## src/rtl/arb_pkg.sv

```systemverilog
// Shared types and the round-robin search for req_round_robin_arbiter.
// The search is sized for the largest supported requester count (8).
package arb_pkg;

  localparam int N_REQ_DEFAULT = 4;
  localparam int MAX_REQ       = 8;

  typedef enum logic {
    IDLE = 1'b0,
    BUSY = 1'b1
  } arb_state_e;

  typedef struct packed {
    logic       found;
    logic [2:0] idx;
  } rr_pick_t;

  // First set bit of req[n-1:0], searching upward from last+1 with wrap.
  function automatic rr_pick_t rr_pick(input logic [MAX_REQ-1:0] req,
                                       input logic [2:0]         last,
                                       input int                 n);
    rr_pick_t   pick;
    logic [3:0] pos;
    pick = '0;
    for (int k = 1; k <= MAX_REQ; k++) begin
      pos = {1'b0, last} + 4'(k);
      if (pos >= 4'(n)) pos = pos - 4'(n);
      if (k <= n && !pick.found && req[pos[2:0]]) begin
        pick.found = 1'b1;
        pick.idx   = pos[2:0];
      end
    end
    return pick;
  endfunction

endpackage

```

## src/rtl/level_edge_detect.sv

```systemverilog
// Per-requester level-to-pulse stage: optional counter debounce (REQ_DEBOUNCE_EN)
// followed by a rising-edge detector.
module level_edge_detect #(
  parameter int DB_CYCLES = 4
) (
  input  logic clk,
  input  logic rstn,
  input  logic lvl_i,
  output logic rise_o
);

  logic level;
  logic prev_q;

`ifdef REQ_DEBOUNCE_EN
  localparam int CW = $clog2(DB_CYCLES + 1);

  logic          filt_q;
  logic [CW-1:0] cnt_q;

  // Filtered level flips only after DB_CYCLES consecutive mismatching samples.
  always_ff @(posedge clk or negedge rstn) begin
    if (!rstn) begin
      filt_q <= 1'b0;
      cnt_q  <= '0;
    end else if (lvl_i != filt_q) begin
      if (cnt_q == CW'(DB_CYCLES - 1)) begin
        filt_q <= lvl_i;
        cnt_q  <= '0;
      end else begin
        cnt_q <= cnt_q + CW'(1);
      end
    end else begin
      cnt_q <= '0;
    end
  end

  assign level = filt_q;
`else
  assign level = lvl_i;
`endif

  // NOTE: non-blocking assignment keeps every flop sampling pre-edge values.
  always_ff @(posedge clk or negedge rstn) begin
    if (!rstn) prev_q <= 1'b0;
    else       prev_q <= level;
  end

  assign rise_o = level & ~prev_q;

endmodule

```

## src/rtl/req_round_robin_arbiter.sv

```systemverilog
// Round-robin arbiter: rising request edges latch as pending, an IDLE/BUSY FSM
// grants one at a time until res_done. REQ_DEBOUNCE_EN adds input debounce.
module req_round_robin_arbiter
  import arb_pkg::*;
#(
  parameter int N_REQ     = N_REQ_DEFAULT,
  parameter int DB_CYCLES = 4
) (
  input  logic                     clk,
  input  logic                     rstn,
  input  logic [N_REQ-1:0]         req_lvl,
  input  logic                     res_done,
  output logic [N_REQ-1:0]         grant,
  output logic                     grant_valid,
  output logic [$clog2(N_REQ)-1:0] grant_id,
  output logic [N_REQ-1:0]         pending
);

  localparam int IDW = $clog2(N_REQ);

  arb_state_e          state_q;
  logic [N_REQ-1:0]    rise;
  logic [N_REQ-1:0]    pending_q, pending_d;
  logic [N_REQ-1:0]    grant_q;
  logic                grant_valid_q;
  logic [IDW-1:0]      grant_id_q;
  logic [IDW-1:0]      last_q;
  logic [MAX_REQ-1:0]  req_ext;
  rr_pick_t            pick;
  logic [N_REQ-1:0]    pick_onehot;
  logic [N_REQ-1:0]    clr;

  for (genvar i = 0; i < N_REQ; i++) begin : g_edge
    level_edge_detect #(.DB_CYCLES(DB_CYCLES)) u_edge (
      .clk    (clk),
      .rstn   (rstn),
      .lvl_i  (req_lvl[i]),
      .rise_o (rise[i])
    );
  end

  // NOTE: every always_comb output gets a default first so no latch is inferred.
  always_comb begin
    req_ext              = '0;
    req_ext[N_REQ-1:0]   = pending_q;
    pick                 = rr_pick(req_ext, 3'(last_q), N_REQ);
    pick_onehot          = N_REQ'(1) << pick.idx;
    clr                  = (state_q == IDLE && pick.found) ? pick_onehot : '0;
    // Set after clear: a rise on the edge of its own grant is kept.
    pending_d            = (pending_q & ~clr) | rise;
  end

  always_ff @(posedge clk or negedge rstn) begin
    if (!rstn) pending_q <= '0;
    else       pending_q <= pending_d;
  end

  always_ff @(posedge clk or negedge rstn) begin
    if (!rstn) begin
      state_q       <= IDLE;
      grant_q       <= '0;
      grant_valid_q <= 1'b0;
      grant_id_q    <= '0;
      last_q        <= IDW'(N_REQ - 1);
    end else begin
      case (state_q)
        IDLE: if (pick.found) begin
          state_q       <= BUSY;
          grant_q       <= pick_onehot;
          grant_valid_q <= 1'b1;
          grant_id_q    <= pick.idx[IDW-1:0];
          last_q        <= pick.idx[IDW-1:0];
        end
        BUSY: if (res_done) begin
          state_q       <= IDLE;
          grant_q       <= '0;
          grant_valid_q <= 1'b0;
        end
      endcase
    end
  end

  assign grant       = grant_q;
  assign grant_valid = grant_valid_q;
  assign grant_id    = grant_id_q;
  assign pending     = pending_q;

endmodule
```

## config.mk

```make
export PLATFORM = sky130hd
export DESIGN_NAME = req_round_robin_arbiter
export DESIGN_NICKNAME = d
export VERILOG_FILES = /design/src/rtl/arb_pkg.sv /design/src/rtl/level_edge_detect.sv /design/src/rtl/req_round_robin_arbiter.sv
export SDC_FILE = /design/constraint.sdc
export NUM_CORES = 1
export LEC_CHECK = 0
export CORE_ASPECT_RATIO = 1.5
export CORE_UTILIZATION = 50
export CTS_BUF_LIST = sky130_fd_sc_hd__clkbuf_4
export DETAILED_ROUTE_END_ITERATION = 8
export MAX_ROUTING_LAYER = met4
export PLACE_DENSITY_LB_ADDON = 0.15
export SYNTH_ARGS = -nofsm -noshare
export SYNTH_HDL_FRONTEND = slang
export SYNTH_HIERARCHICAL = 1
export SYNTH_SLANG_ARGS = --single-unit
export TNS_END_PERCENT = 5
```

## constraint.sdc

```tcl
create_clock -name clk -period 3 [get_ports clk]
set_clock_uncertainty 0.1 [all_clocks]
set_input_delay 0.45 -clock clk [delete_from_list [all_inputs] [get_ports clk]]
set_output_delay 0.45 -clock clk [all_outputs]
set_load 0.02 [all_outputs]
```

==> results.sh <==
export IMPL_status="complete, no violations"
export IMPL_final_fill_count=180
export IMPL_ys_flop_type="sky130_fd_sc_hd__dfrtp_1"
export IMPL_timing_critical_path_buf_inv=1
export IMPL_grt_total_usage=0.231
export IMPL_layout_worst_path_cycle_share=0.903
export IMPL_worst_endpoint_arrival_ps=2800
export IMPL_synth_seq_cells=18
export IMPL_post_cts_resize_count=0
export IMPL_clk_sinks=18
export IMPL_dieWidth_um=40.6
export IMPL_vias=816
export IMPL_timing_worst_slew_pin_value_ps=788
export IMPL_setup_total_negative_slack_ps=0
export IMPL_depth_of_the_cts_h_tree=1
export IMPL_cellPowerDensity_nw_per_um2=1120
export IMPL_place_gp_congestion=0.825
export IMPL_seq_area_sq_um=453
export IMPL_tritoncts="done"
export IMPL_placementRows=20
export IMPL_largest_family_of_logic_cells_by_synthesized_area="compound AO/OA/AOI/OAI gates"
export IMPL_yosysTopAreaCellShare=0.358
export IMPL_pre_cts_ws_ps=303
export IMPL_grt_max_degree=19
export IMPL_grt_pass1_wl_um=3680
export IMPL_synth_xor_xnor_area_share=0
export IMPL_syn_inst=96
export IMPL_cp_slowest_cell="sky130_fd_sc_hd__dfstp_2"
export IMPL_grt_pass1_vias=843
export IMPL_drive_gt1_frac=0.250
export IMPL_synth_most_common_cell="sky130_fd_sc_hd__dfrtp_1"
export IMPL_drt_vias_per_instance=5.91
export IMPL_start_util=0.538
export IMPL_post_synth_fa_ha_maj_area_fraction=0.0336
export IMPL_antenna_violations_before_repair=0
export IMPL_critical_path_startpoint_type="flop"
export IMPL_synthesis_nets=106
export IMPL_detailed_place_hpwl_um=1690
export IMPL_wirelength_um=2180
export IMPL_cts_reportedPaths_clkPinSlew_ps=90
export IMPL_synth_top_cells_by_area="sky130_fd_sc_hd__dfrtp_1 36%, sky130_fd_sc_hd__nor2b_4 4.9%, sky130_fd_sc_hd__dfstp_2 4.7%, sky130_fd_sc_hd__mux4_2 4.0%, sky130_fd_sc_hd__nor2_1 4.0%"
export IMPL_die_area_sq_um=2430
export IMPL_route_detailed_wl_per_inst_um=15.8
export IMPL_cap_violations=0
export IMPL_multi_input_area_sq_um=634
export IMPL_cts_hold_buf=0
export IMPL_ios=18
export IMPL_number_of_drc_violations_after_detailed_routing_iteration_0=24
export IMPL_core_area_sq_um=2080
export IMPL_timing_final_max_slew_violations=0
export IMPL_crit_path_max_incr_delay_ps=720
export IMPL_tritoncts_num_buffers=3
export IMPL_cts_root_to_sink_buffers=2
export IMPL_peak_supply_drop_v=0.000542
export IMPL_timing_critical_path_fanout_max=13
export IMPL_critical_path_cell_chain="inv_1, ha_1, mux4_2, a221oi_4, and2_2, a21oi_2, mux2_4"
export IMPL_synth_edf_count=0
export IMPL_worst_setup_path_end_kind="flop"
export IMPL_worst_ep_required_time_ps=3090
export IMPL_die_height_um=59.9
export IMPL_final_critical_path_setup_slack_ps=292
export IMPL_post_route_drc_count=0
export IMPL_globalRoute_totalOverflow=0
export IMPL_rsz0062_at_grt="no"
export IMPL_mappedNetlistArea_sq_um=1120
export IMPL_power_leakage_nw=0.575
export IMPL_basic_gate_share_of_the_synthesized_area_counting_and_or_nand_and_nor_cells=0.158
export IMPL_worst_relative_slew_slack=0.473
export IMPL_cts_root_buffer_cell="sky130_fd_sc_hd__clkbuf_4"
export IMPL_yosys_warnings=6
export IMPL_synthDistinctLibCells=33
export IMPL_synth_top_cells_by_count="16 x sky130_fd_sc_hd__dfrtp_1, 12 x sky130_fd_sc_hd__nor2_1, 8 x sky130_fd_sc_hd__nand2_1"
export IMPL_muxShareOfSynthArea=0.158
export IMPL_synth_compound_area_share=0.218
export IMPL_postCtsSetupBuffers=0
export IMPL_clkLatencyLatePin_ps=300
export IMPL_hold_crit_path_type="reg -> reg"
export IMPL_layout_nets=127
export IMPL_postSynth_asyncResetShare=1.00
export IMPL_worst_path_dominant_cell_family="flip-flops"
export IMPL_clock_fmax_mhz=369
export IMPL_fin_crit_ps=2710
export IMPL_sequential_fraction_of_the_synthesis_area=0.405
export IMPL_place_port_buffers=17
export IMPL_area_delta_synth_final_pct=19.4
export IMPL_postSynthAreaPerCell_sq_um=11.6
export IMPL_antennaDiodeCount=0
export IMPL_setup_viol_count_final=0
export IMPL_detailedRoute_firstPassIterationCount=4
export IMPL_cell_type_with_the_highest_aggregate_area_in_the_netlist="sky130_fd_sc_hd__dfrtp_1"
export IMPL_criticalPathCategory="reg -> reg"
export IMPL_detail_route_antenna_nets=0
export IMPL_report_final_hold_viol_count=0
## metal layers
metal	global-route usage	part of all wire	wire (um)
met5	-	0	0
met4	0.152	0.036	78
met3	0.0186	0.028	62
met2	0.358	0.52	1130
met1	0.275	0.41	902
## flip-flops by register name, indices dropped and copies added, names as in the netlist
| register | count |
|---|---|
| grant_id | 2 |
| state_q | 1 |
| g_edge.u_edge/prev_q | 4 |
| grant_valid | 1 |
| last_q | 2 |
| pending | 4 |
| grant | 4 |
## path summary, 6_finish.rpt
kind                                  startpoint                       to  slack, ps  depth (start not counted)
setup / recovery           last_q[0]$_DFFE_PN1P_  grant_id[1]$_DFFE_PN0P_        290                          7
hold / removal              grant[2]$_DFFE_PN0P_     grant[2]$_DFFE_PN0P_        410                          1
setup reg to reg           last_q[0]$_DFFE_PN1P_  grant_id[1]$_DFFE_PN0P_        290                          7
hold reg to reg             grant[2]$_DFFE_PN0P_     grant[2]$_DFFE_PN0P_        410                          1
max in group asynchronous                   rstn        state_q$_DFF_PN0_       1810                          1
min in group asynchronous                   rstn  grant_valid$_DFFE_PN0P_        500                          1
## area by class of cell
type,instances,share of cell area
Tap cell,22,0.0206
Multi-Input combinational cell,71,0.476
Inverter,6,0.0169
Clock inverter,1,0.00281
Clock buffer,3,0.0169
Sequential cell,18,0.340
Timing Repair Buffer,17,0.128
## layout by cell type (no fill, tap or decap), types with 2 or more instances in the layout
cell                              netlist  final
sky130_fd_sc_hd__mux4_2                 2      2
sky130_fd_sc_hd__nor2b_4                4      4
sky130_fd_sc_hd__or2_2                  2      2
sky130_fd_sc_hd__a22o_1                 4      4
sky130_fd_sc_hd__a31oi_1                2      2
sky130_fd_sc_hd__mux2_2                 2      2
sky130_fd_sc_hd__nand2b_1               2      2
sky130_fd_sc_hd__dfrtp_1               16     16
sky130_fd_sc_hd__a21oi_1                6      6
sky130_fd_sc_hd__ha_1                   3      3
sky130_fd_sc_hd__inv_1                  6      6
sky130_fd_sc_hd__o221ai_1               3      3
sky130_fd_sc_hd__dfstp_2                2      2
sky130_fd_sc_hd__mux2_4                 2      2
sky130_fd_sc_hd__nand2_1                8      8
sky130_fd_sc_hd__and2_2                 2      2
sky130_fd_sc_hd__clkdlybuf4s50_1        0     17
sky130_fd_sc_hd__clkbuf_4               0      3
sky130_fd_sc_hd__nor2_1                12     12
sky130_fd_sc_hd__mux2i_1                3      3
## cell families after synthesis
group                      after synthesis
and+or+nand+nor                         31
buffers and inverters                    7
AOI/OAI and AO/OA                       26
adders and majority gates                3
DFF                                     18
muxes                                   11
## metrics by stage
step	hold WS [ps]	total power [mW]	area, sq um	std cells	utilization
2_1_floorplan	54.4	1.11	1120	96	-
3_3_place_gp	387	1.35	1310	134	0.630
3_5_place_dp	395	1.37	1310	134	0.630
4_1_cts	418	1.51	1330	138	0.642
5_1_grt	426	1.60	1330	138	0.642
6_report	409	1.49	1330	138	0.642
## power breakdown
group | internal (mW) | switching, mW | total [mW]
registers | 0.332 | 0.119 | 0.451
logic | 0.439 | 0.479 | 0.918
clock network | 0.0486 | 0.0726 | 0.121
No activity file was read; power rests on OpenSTA's default activity.
